===== src/rtl/aim_sched_pkg.sv =====
// aim_sched_pkg: shared types and default sizing for the AIM iteration
// scheduler (aim_iter_sched) and its helpers.
//   sched_state_e : scheduler FSM states
//   DEF_*         : default block parameters
//   LANE_IDX_W    : lane index width for the default lane count
//   HIT_CNT_W     : hit counter width, holds LANES * 2^ITE_W without saturating
package aim_sched_pkg;

  typedef enum logic [2:0] {
    IDLE   = 3'd0,
    LAUNCH = 3'd1,
    WAIT   = 3'd2,
    DRAIN  = 3'd3,
    DONE   = 3'd4
  } sched_state_e;

  localparam int DEF_LANES   = 32;
  localparam int DEF_POS_W   = 9;
  localparam int DEF_ITE_W   = 3;
  localparam int DEF_TIMEOUT = 1024;

  localparam int LANE_IDX_W = $clog2(DEF_LANES);
  localparam int HIT_CNT_W  = LANE_IDX_W + DEF_ITE_W + 1;

endpackage


===== src/rtl/lowest_set_enc.sv =====
// lowest_set_enc: combinational priority encoder, lowest set bit wins.
//   vec : input bit vector
//   any : high when any bit of vec is set
//   idx : index of the lowest set bit (0 when vec is all zero)
module lowest_set_enc #(
  parameter int N     = 32,
  parameter int IDX_W = $clog2(N)
) (
  input  logic [N-1:0]     vec,
  output logic             any,
  output logic [IDX_W-1:0] idx
);

  // Scan from the top down so the last assignment is the lowest set bit.
  always_comb begin
    any = |vec;
    idx = '0;
    for (int i = N - 1; i >= 0; i--) begin
      if (vec[i]) idx = IDX_W'(i);
    end
  end

endmodule


===== src/rtl/aim_iter_sched.sv =====
// aim_iter_sched: runs AIM once per iteration for a programmed number of
// iterations, then serialises each iteration's valid lanes into a
// valid/ready hit stream.
//   i_clk, i_rst          : clock, async active-high reset
//   i_start, i_num_ite    : run request (IDLE only), iterations (0 means 2^ITE_W)
//   o_aim_start, o_aim_ite: AIM launch pulse and iteration index
//   i_aim_finish, i_aim_valid, i_aim_pos : AIM completion and per-lane results
//   o_hit_valid, i_hit_ready, o_hit_pos, o_hit_lane, o_hit_ite : hit stream
//   o_hit_cnt             : hits transferred in the current/last run
//   o_busy, o_done, o_err : status, end-of-run pulse, sticky timeout
//
// state  | meaning
// IDLE   | waiting for i_start
// LAUNCH | one-cycle AIM start pulse for the current iteration
// WAIT   | waiting for AIM finish, timeout counter running
// DRAIN  | streaming the captured lanes, lowest lane first
// DONE   | one-cycle end-of-run pulse
module aim_iter_sched
  import aim_sched_pkg::*;
#(
  parameter int LANES   = DEF_LANES,
  parameter int POS_W   = DEF_POS_W,
  parameter int ITE_W   = DEF_ITE_W,
  parameter int TIMEOUT = DEF_TIMEOUT
) (
  input  logic                             i_clk,
  input  logic                             i_rst,
  input  logic                             i_start,
  input  logic [ITE_W-1:0]                 i_num_ite,
  output logic                             o_aim_start,
  output logic [ITE_W-1:0]                 o_aim_ite,
  input  logic                             i_aim_finish,
  input  logic [LANES-1:0]                 i_aim_valid,
  input  logic [LANES*POS_W-1:0]           i_aim_pos,
  output logic                             o_hit_valid,
  input  logic                             i_hit_ready,
  output logic [POS_W-1:0]                 o_hit_pos,
  output logic [$clog2(LANES)-1:0]         o_hit_lane,
  output logic [ITE_W-1:0]                 o_hit_ite,
  output logic [$clog2(LANES)+ITE_W:0]     o_hit_cnt,
  output logic                             o_busy,
  output logic                             o_done,
  output logic                             o_err
);

  localparam int LIDX_W = $clog2(LANES);
  localparam int CNT_W  = LIDX_W + ITE_W + 1;
  localparam int NUM_W  = ITE_W + 1;
  localparam int TCNT_W = $clog2(TIMEOUT);

  sched_state_e state, state_nxt;

  logic [NUM_W-1:0]       num_ite;
  logic [ITE_W-1:0]       ite, ite_nxt;
  logic [CNT_W-1:0]       hit_cnt;
  logic                   err;
  logic [LANES-1:0]       mask, mask_rest;
  logic [LANES*POS_W-1:0] pos_snap;
  logic [TCNT_W-1:0]      tcnt;
  logic                   aim_start_q;
  logic [ITE_W-1:0]       aim_ite_q;
  logic                   done_q;

  logic                   any_hit;
  logic [LIDX_W-1:0]      hit_idx;
  logic                   hit_valid;
  logic                   fire;
  logic                   last_ite;
  logic                   accept;
  logic                   capture;
  logic                   tmo;

  lowest_set_enc #(
    .N     (LANES),
    .IDX_W (LIDX_W)
  ) u_enc (
    .vec (mask),
    .any (any_hit),
    .idx (hit_idx)
  );

  assign hit_valid = (state == DRAIN) && any_hit;
  assign fire      = hit_valid && i_hit_ready;
  assign last_ite  = ({1'b0, ite} == (num_ite - NUM_W'(1)));

  always_ff @(posedge i_clk or posedge i_rst) begin
    if (i_rst) state <= IDLE;
    else       state <= state_nxt;
  end

  always_comb begin
    state_nxt = state;
    ite_nxt   = ite;
    accept    = 1'b0;
    capture   = 1'b0;
    tmo       = 1'b0;
    mask_rest = mask;
    if (fire) mask_rest[hit_idx] = 1'b0;

    case (state)
      IDLE: begin
        if (i_start) begin
          accept    = 1'b1;
          ite_nxt   = '0;
          state_nxt = LAUNCH;
        end
      end
      LAUNCH: state_nxt = WAIT;
      WAIT: begin
        if (i_aim_finish) begin
          capture   = 1'b1;
          state_nxt = DRAIN;
        end else if (tcnt == TCNT_W'(TIMEOUT - 1)) begin
          tmo       = 1'b1;
          state_nxt = DONE;
        end
      end
      DRAIN: begin
        // Decide on the mask as it will be after this cycle's transfer so the
        // last hit and the state change share a cycle.
        if (mask_rest == '0) begin
          if (last_ite) begin
            state_nxt = DONE;
          end else begin
            ite_nxt   = ite + 1'b1;
            state_nxt = LAUNCH;
          end
        end
      end
      DONE:    state_nxt = IDLE;
      default: state_nxt = IDLE;
    endcase
  end

  always_ff @(posedge i_clk or posedge i_rst) begin
    if (i_rst) begin
      num_ite     <= '0;
      ite         <= '0;
      hit_cnt     <= '0;
      err         <= 1'b0;
      mask        <= '0;
      pos_snap    <= '0;
      tcnt        <= '0;
      aim_start_q <= 1'b0;
      aim_ite_q   <= '0;
      done_q      <= 1'b0;
    end else begin
      ite         <= ite_nxt;
      aim_start_q <= (state_nxt == LAUNCH);
      done_q      <= (state_nxt == DONE);
      if (state_nxt == LAUNCH) aim_ite_q <= ite_nxt;

      if (accept) begin
        num_ite <= (i_num_ite == '0) ? NUM_W'(1 << ITE_W) : {1'b0, i_num_ite};
        hit_cnt <= '0;
        err     <= 1'b0;
      end else if (fire) begin
        hit_cnt <= hit_cnt + 1'b1;
      end
      if (tmo) err <= 1'b1;

      if (state == LAUNCH)    tcnt <= '0;
      else if (state == WAIT) tcnt <= tcnt + 1'b1;

      if (capture) begin
        mask     <= i_aim_valid;
        pos_snap <= i_aim_pos;
      end else begin
        mask <= mask_rest;
      end
    end
  end

  assign o_aim_start = aim_start_q;
  assign o_aim_ite   = aim_ite_q;
  assign o_hit_valid = hit_valid;
  assign o_hit_lane  = hit_valid ? hit_idx : '0;
  assign o_hit_pos   = hit_valid ? pos_snap[hit_idx*POS_W +: POS_W] : '0;
  assign o_hit_ite   = hit_valid ? ite : '0;
  assign o_hit_cnt   = hit_cnt;
  assign o_busy      = (state != IDLE);
  assign o_done      = done_q;
  assign o_err       = err;

endmodule


===== config.mk =====
export PLATFORM = sky130hd
export DESIGN_NAME = aim_iter_sched
export DESIGN_NICKNAME = d
export VERILOG_FILES = /design/src/rtl/aim_sched_pkg.sv /design/src/rtl/lowest_set_enc.sv /design/src/rtl/aim_iter_sched.sv
export SDC_FILE = /design/constraint.sdc
export NUM_CORES = 1
export LEC_CHECK = 0
export ABC_AREA = 1
export BUFFER_PORTS_ARGS = -buffer_cell sky130_fd_sc_hd__buf_2
export CAP_MARGIN = 25
export CORE_ASPECT_RATIO = 2
export CORE_MARGIN = 8
export CORE_UTILIZATION = 55
export DETAILED_ROUTE_END_ITERATION = 8
export GPL_TIMING_DRIVEN = 0
export PLACE_DENSITY = 0.81
export SLEW_MARGIN = 30
export SYNTH_ARGS = -nofsm -noshare
export SYNTH_HDL_FRONTEND = slang
export SYNTH_HIERARCHICAL = 1
export SYNTH_SLANG_ARGS = --single-unit

===== constraint.sdc =====
create_clock -name i_clk -period 11.95 [get_ports i_clk]
set_input_delay 0 -clock i_clk [delete_from_list [all_inputs] [get_ports i_clk]]
set_output_delay 0 -clock i_clk [all_outputs]
set_load 0.005 [all_outputs]

; Word level (Yosys, flattened, before mapping)
; Index checks and enable logic that the tools add are counted.
; Widths: inputs -> output; s select.
[classes]
bitwise_logic = 2
n_reduce_logical = 11
add_sub_neg = 4
mux = 63
n_mul = 1
n_shift = 1
eq_ne = 7
n_lt_le_gt_ge = 2
[op_table]
columns = operator, count
row1 = $shiftx 288x10->9, 1
row2 = $mux 5, 33
row3 = $mux 32, 2
row4 = $and 32x32->32, 1
row5 = $logic_not 32->1, 1
row6 = $not 32->32, 1
row7 = $reduce_or 32->1, 1
row8 = $mux 3, 9
row9 = $mux 9, 3
row10 = $mux 10, 2
row11 = $pmux 3 s4, 1
row12 = $add 10x1->10 const B, 1
row13 = $eq 10x10->1 const B, 1
row14 = $mux 1, 10
row15 = $add 9x1->9 const B, 1
row16 = $mul 5x4->9 const B, 1
row17 = $eq 3x1->1 const B, 2
row18 = $eq 3x2->1 const B, 2
row19 = $logic_not 3->1, 2
row20 = $lt 5x6->1 const B, 1
row21 = $pmux 3 s2, 1
row22 = $reduce_bool 2->1, 3
row23 = $demux 1 s5, 1
row24 = $ge 5x1->1 const B, 1
row25 = other kinds (7), 9
[totals]
in_bits = 328
output_inout_bits = 34
reg_bits = 355
wordCells = 102

; Longest topological paths before layout
[logic_depth]
word_depth = 43
ltp_mapped = 48
mapped_depth_nobuf = 47

; Modules after synthesis
; The synthesis kept the hierarchy.
[by_module_without_submodules]
columns = module, seq_area_each_um2, n_inst, cells_each, area_per_inst_um2
row1 = aim_iter_sched, 8883.5, 1, 1575, 16250.6
row2 = lowest_set_enc, 0.0, 1, 107, 470.5

; Least setup slack after synthesis
; OpenSTA, ideal clock, no wires.
[synth_timing]
kind = reg-to-reg
start = reg mask[30]
end = reg aim_ite_q[1] (netlist: o_aim_ite[1])
setup_slack_ns = 8.466
path_buffers = 1
arrival_time_ns = 3.367
t_required_ns = 11.834
period_less_slack_ns = 3.484
path_stages_with_launch = 48
setup_ns = 0.116
cell_sequence = dfrtp_1 inv_1 nand2_1 nand2_1 nand2_1 nand2_1 nand2_1 nand2_1 nand2_1 nand2_1 nand2_1 nand2_1 nand2_1 nand2_1 nand2_1 nand2_1 nand2_1 nand2_1 (+12 left out) nand2_1 a21oi_2 buf_2 nand2_2 nor2_1 nand3_1 nand2_1 nand2_1 nor2_1 nand2_1 nor2_4 nand2_4 nand2_4 nand2_1 nor2_2 nor2_4 nand2_1 nand2_1
[synth_via]
elab_chain_len = 42
word_cells_on_any_way = 48
classes_between = 2 x order compare / 1 x eq/ne / 38 x mux / 2 x bitwise / 5 x reduce/logical
[synth_lines]
columns = item, line
row1 = start: declaration, aim_iter_sched.sv:57  ; logic [LANES-1:0] mask, mask_rest;
row2 = start signal: assignment, aim_iter_sched.sv:166  ; mask <= i_aim_valid;
row3 = start signal: assignment, aim_iter_sched.sv:169  ; mask <= mask_rest;
row4 = $mux 5 * (31 in series), lowest_set_enc.sv:19  ; if (vec[i]) idx = IDX_W'(i);
row5 = net hit_idx[0], aim_iter_sched.sv:65  ; logic [LIDX_W-1:0] hit_idx;
row6 = $lt 5x6->1 (not written as such) or $ge 5x1->1 (tied branches), aim_iter_sched.sv:98  ; if (fire) mask_rest[hit_idx] = 1'b0;
row7 = $logic_and 1x1->1 (not written as such), aim_iter_sched.sv:98
row8 = $mux 1 (not written as such), aim_iter_sched.sv:98
row9 = $demux 1 s5 *, aim_iter_sched.sv:98
row10 = $not 32->32 (no line) *, --
row11 = $and 32x32->32 (no line) *, --
row12 = $mux 32 *, aim_iter_sched.sv:98
row13 = $logic_not 32->1 *, aim_iter_sched.sv:121  ; if (mask_rest == '0) begin
row14 = $mux 3, aim_iter_sched.sv:121
row15 = $pmux 3 s4, aim_iter_sched.sv:100  ; case (state)
row16 = $eq 3x1->1, aim_iter_sched.sv:151  ; if (state_nxt == LAUNCH) aim_ite_q <= ite_nxt;
row17 = end signal: assignment, aim_iter_sched.sv:151
row18 = end: declaration, aim_iter_sched.sv:61  ; logic [ITE_W-1:0] aim_ite_q;
; Mark *: on every way through the listed nets, which the timed path passes. The rest lies on a longest branch.
; A chain may end at the register's enable or synchronous reset.

; Worst setup path after layout
[layout_timing]
start = reg mask[30]
end = out o_hit_pos[5]
[layout_via]
elab_chain_len = 34
word_cells_on_any_way = 36
classes_between = 1 x mul / 1 x shift / 32 x mux / 2 x reduce/logical
[layout_lines]
columns = item, line
row1 = $mux 5 (31 in series), lowest_set_enc.sv:19
row2 = net hit_idx[0], aim_iter_sched.sv:65
row3 = $mul 5x4->9, aim_iter_sched.sv:178  ; assign o_hit_pos = hit_valid ? pos_snap[hit_idx*POS_W +: POS_W] : '0;
row4 = $shiftx 288x10->9, aim_iter_sched.sv:178
row5 = $mux 9, aim_iter_sched.sv:178
row6 = end: declaration, aim_iter_sched.sv:37  ; output logic [POS_W-1:0] o_hit_pos,
; The timed path passes the listed nets, and every way through them passes these cells.

==> results by group <==
Outcome
  • Status: completed

Setup path
  • Reg2reg path depth: 47
  • Flop2flop setup slack: 7250 ps
  • Slowest cell delay on critical path: 580 ps
  • Crit path to: o_hit_pos[5]
  • Max FO, Critical Path: 10
  • CP Class: reg2out
  • Top cell by count, worst path: nand2_1
  • CP startpoint: mask[30]
  • Critical path startpoint category: register
  • Slowest cell on crit path: clkbuf_1
  • Worst R2R End: o_aim_ite[1]
  • Reg2reg start: mask[30]
  • Crit end category: primary output
  • WP data required: 11950 ps
  • Worst Path Arrival: 6170 ps

Route
  • Via count: 17700
  • Via/cell ratio: 6.28
  • Mean routed wirelength per cell: 28.3 um
  • DRT Pass-1 Iters: 8
  • Post-Route WL: 79900 um
  • Post-DRT Antenna Nets: 0
  • Number of DRC markers in iteration 0: 2019
  • # DRC: 0

Logic synthesis
  • Synth area leader: dfrtp_1
  • Synth area leaders: dfrtp_1 53%, mux2_2 14%, nand2_1 4.4%
  • Mean Syn Cell Area: 9.94 um2
  • Post-synthesis sequential area ratio: 53.1%
  • Cell area after synthesis: 16700 um2
  • Ys async rst share: 100%
  • Synthesized net count: 2014
  • Synth top cells by count: 355 x dfrtp_1, 213 x mux2_2, 198 x nand2_1, 198 x nor2_1, 145 x inv_1
  • Top-count cell post-synth: dfrtp_1
  • Synth Instances: 1682
  • YS warnings: 6
  • Ys flop type: dfrtp_1
  • Cell variety after synth: 49
  • Seq cells post-synth: 355
  • Post-synth EDFFs: 0
  • Post-synth top area share: 53.1%

CTS
  • CTS sink cnt: 355
  • Post_cts resized: 0
  • Htree depth: 2
  • Post-CTS Setup Bufs: 0
  • CTS hold repair buffers: 332
  • Clock transition at path regs: 60 ps
  • Clk buf depth: 3
  • CTS Buf Count: 34
  • CTS tree: done
  • Root buf cell: clkbuf_16
  • Clock Latency Late Sink: 550 ps

Hold path
  • Hold wc startpoint: i_hit_ready
  • Hold Path Class: in2reg

Floorplan
  • DIE AREA: 36600 um2
  • Die height: 263 um
  • Chip width: 139 um
  • Starting density of the core: 55.6%
  • Core ar.: 30100 um2
  • Io pins: 362
  • Row count: 90

GRT
  • Initial antenna violation count: 19
  • Vias in the first global route: 19000
  • Largest net degree at the start of global routing: 95
  • GRT Total Usage: 43.6%
  • Grt ovf: 0
  • Global-route wire length before repair: 118000 um

STA
  • Clk_skew: 21.3 ps
  • Minimum clock period: 6170 ps
  • Fmax: 162 MHz
  • Final Worst Setup Slack: 5780 ps
  • Fin crit share: 51.6%
  • Endpoints failing setup: 0
  • Final Hold Fails: 0
  • Rel. slew slack: 32.6%
  • Slew at the pin closest to its max-slew limit: 1010 ps
  • Min Hold Slack: 85.5 ps
  • Fin. max-slew vios: 0
  • RSZ-0062 raised after global routing: false

Cells and area
  • Area delta synth->final: 42.1%
  • Nets: 2747
  • Share of layout cells above drive strength 1: 27.5%
  • Fill cells: 1745
  • Final instance area: 23800 um2

Placement
  • I/O Buffers: 361
  • Worst Setup Slack post-DPL: 6950 ps
  • GP Congestion: 0.954
  • Final HPWL DP: 46800 um
  • DP Area: 19100 um2

Flow run
  • # Max-Cap Violations: 0

Power
  • VDD IR-drop max: 0.216 mV
  • Pwr/cell area: 256 nW/um2
  • Overall Power: 6.08 mW
  • Static leakage: 11.2 nW
[metal layers]
metal | up-vias | share of wire [%] | global-route usage, %
met2 | 1566 | 48 | 72.5
li1 | 7232 | - | -
met5 | - | 0.063 | 0
met3 | 563 | 11 | 14.7
met1 | 8375 | 30 | 42.5
met4 | 8 | 11 | 38.2
[worst min-delay path by stage]
stage	cells after the start	end	slack [ps]
after CTS	6	mask[19]	70
after detailed placement	2	pos_snap[188]	-40
after floorplan	2	num_ite[1]	120
final	6	mask[19]	90
after global placement	2	pos_snap[34]	230
after global routing	6	mask[19]	100
[power by group]
group	switching, mW	leakage [nW]	internal [mW]
combinational	1.64	6.48	0.998
sequential	0.398	4.14	1.77
clock	0.507	0.628	0.772
[state kept, by name, summed over array words and instances, names as in the netlist]
name,count
ite,3
mask,32
num_ite,4
o_aim_ite,3
o_aim_start,1
o_done,1
o_err,1
o_hit_cnt,9
pos_snap,288
state,3
tcnt,10
[cells in the final DEF (no fill, tap or decap), types with 4 or more instances in the layout]
master / n
a21o_1: 4
a21oi_1: 126
a22o_1: 13
a22oi_1: 72
a31oi_1: 24
buf_1: 9
buf_16: 4
buf_2: 365
bufinv_16: 9
clkbuf_1: 78
clkbuf_16: 35
clkbuf_8: 6
clkinv_1: 4
dfrtp_1: 355
diode_2: 16
dlygate4sd3_1: 332
ha_1: 4
inv_1: 144
inv_2: 8
mux2_2: 213
nand2_1: 198
nand3_1: 106
nand4_1: 8
nor2_1: 198
nor2_4: 4
nor3_1: 7
nor4_1: 8
o21ai_0: 20
o221ai_1: 35
o31ai_1: 4
or2_2: 4
[kinds of logic after synthesis]
| family | Yosys count | share of synthesized area [%] |
|---|---|---|
| adders and majority gates | 4 | 0.299 |
| DFF | 355 | 53.1 |
| muxes | 213 | 14.3 |
| xor gates and xnor gates | 4 | 0.210 |
| and+or+nand+nor | 545 | 14.1 |
| AOI/OAI and AO/OA | 312 | 12.0 |
| buffers and inverters | 249 | 5.92 |
[stage by stage]
stage / util [%] / setup TNS, ps / std cells
final: 79.0 / 0 / 2824
after CTS: 78.9 / 0 / 2808
after floorplan: - / 0 / 1682
after detailed placement: 63.5 / 0 / 2415
after global routing: 79.0 / 0 / 2820
after global placement: 63.2 / -458790 / 2411
[worst max-delay path: cells and delay by family, from the launching register on]
| family | cells | cell delay, ps |
|---|---|---|
| buf+inv | 5 | 1580 |
| compound gates | 4 | 1160 |
| simple gates | 32 | 2510 |
| flops | 1 | 390 |
[cell type report]
cell class	instances	area, um2	area share [%]
Clock inverter	15	310	1.31
Buffer	90	367	1.54
Sequential cell	355	8880	37.4
Clock buffer	46	977	4.11
Timing Repair Buffer	697	5240	22.1
Tap cell	368	460	1.94
Antenna cell	16	40.0	0.168
Inverter	159	632	2.66
Multi-Input combinational cell	1078	6850	28.8
No activity file was read; power rests on OpenSTA's default activity.
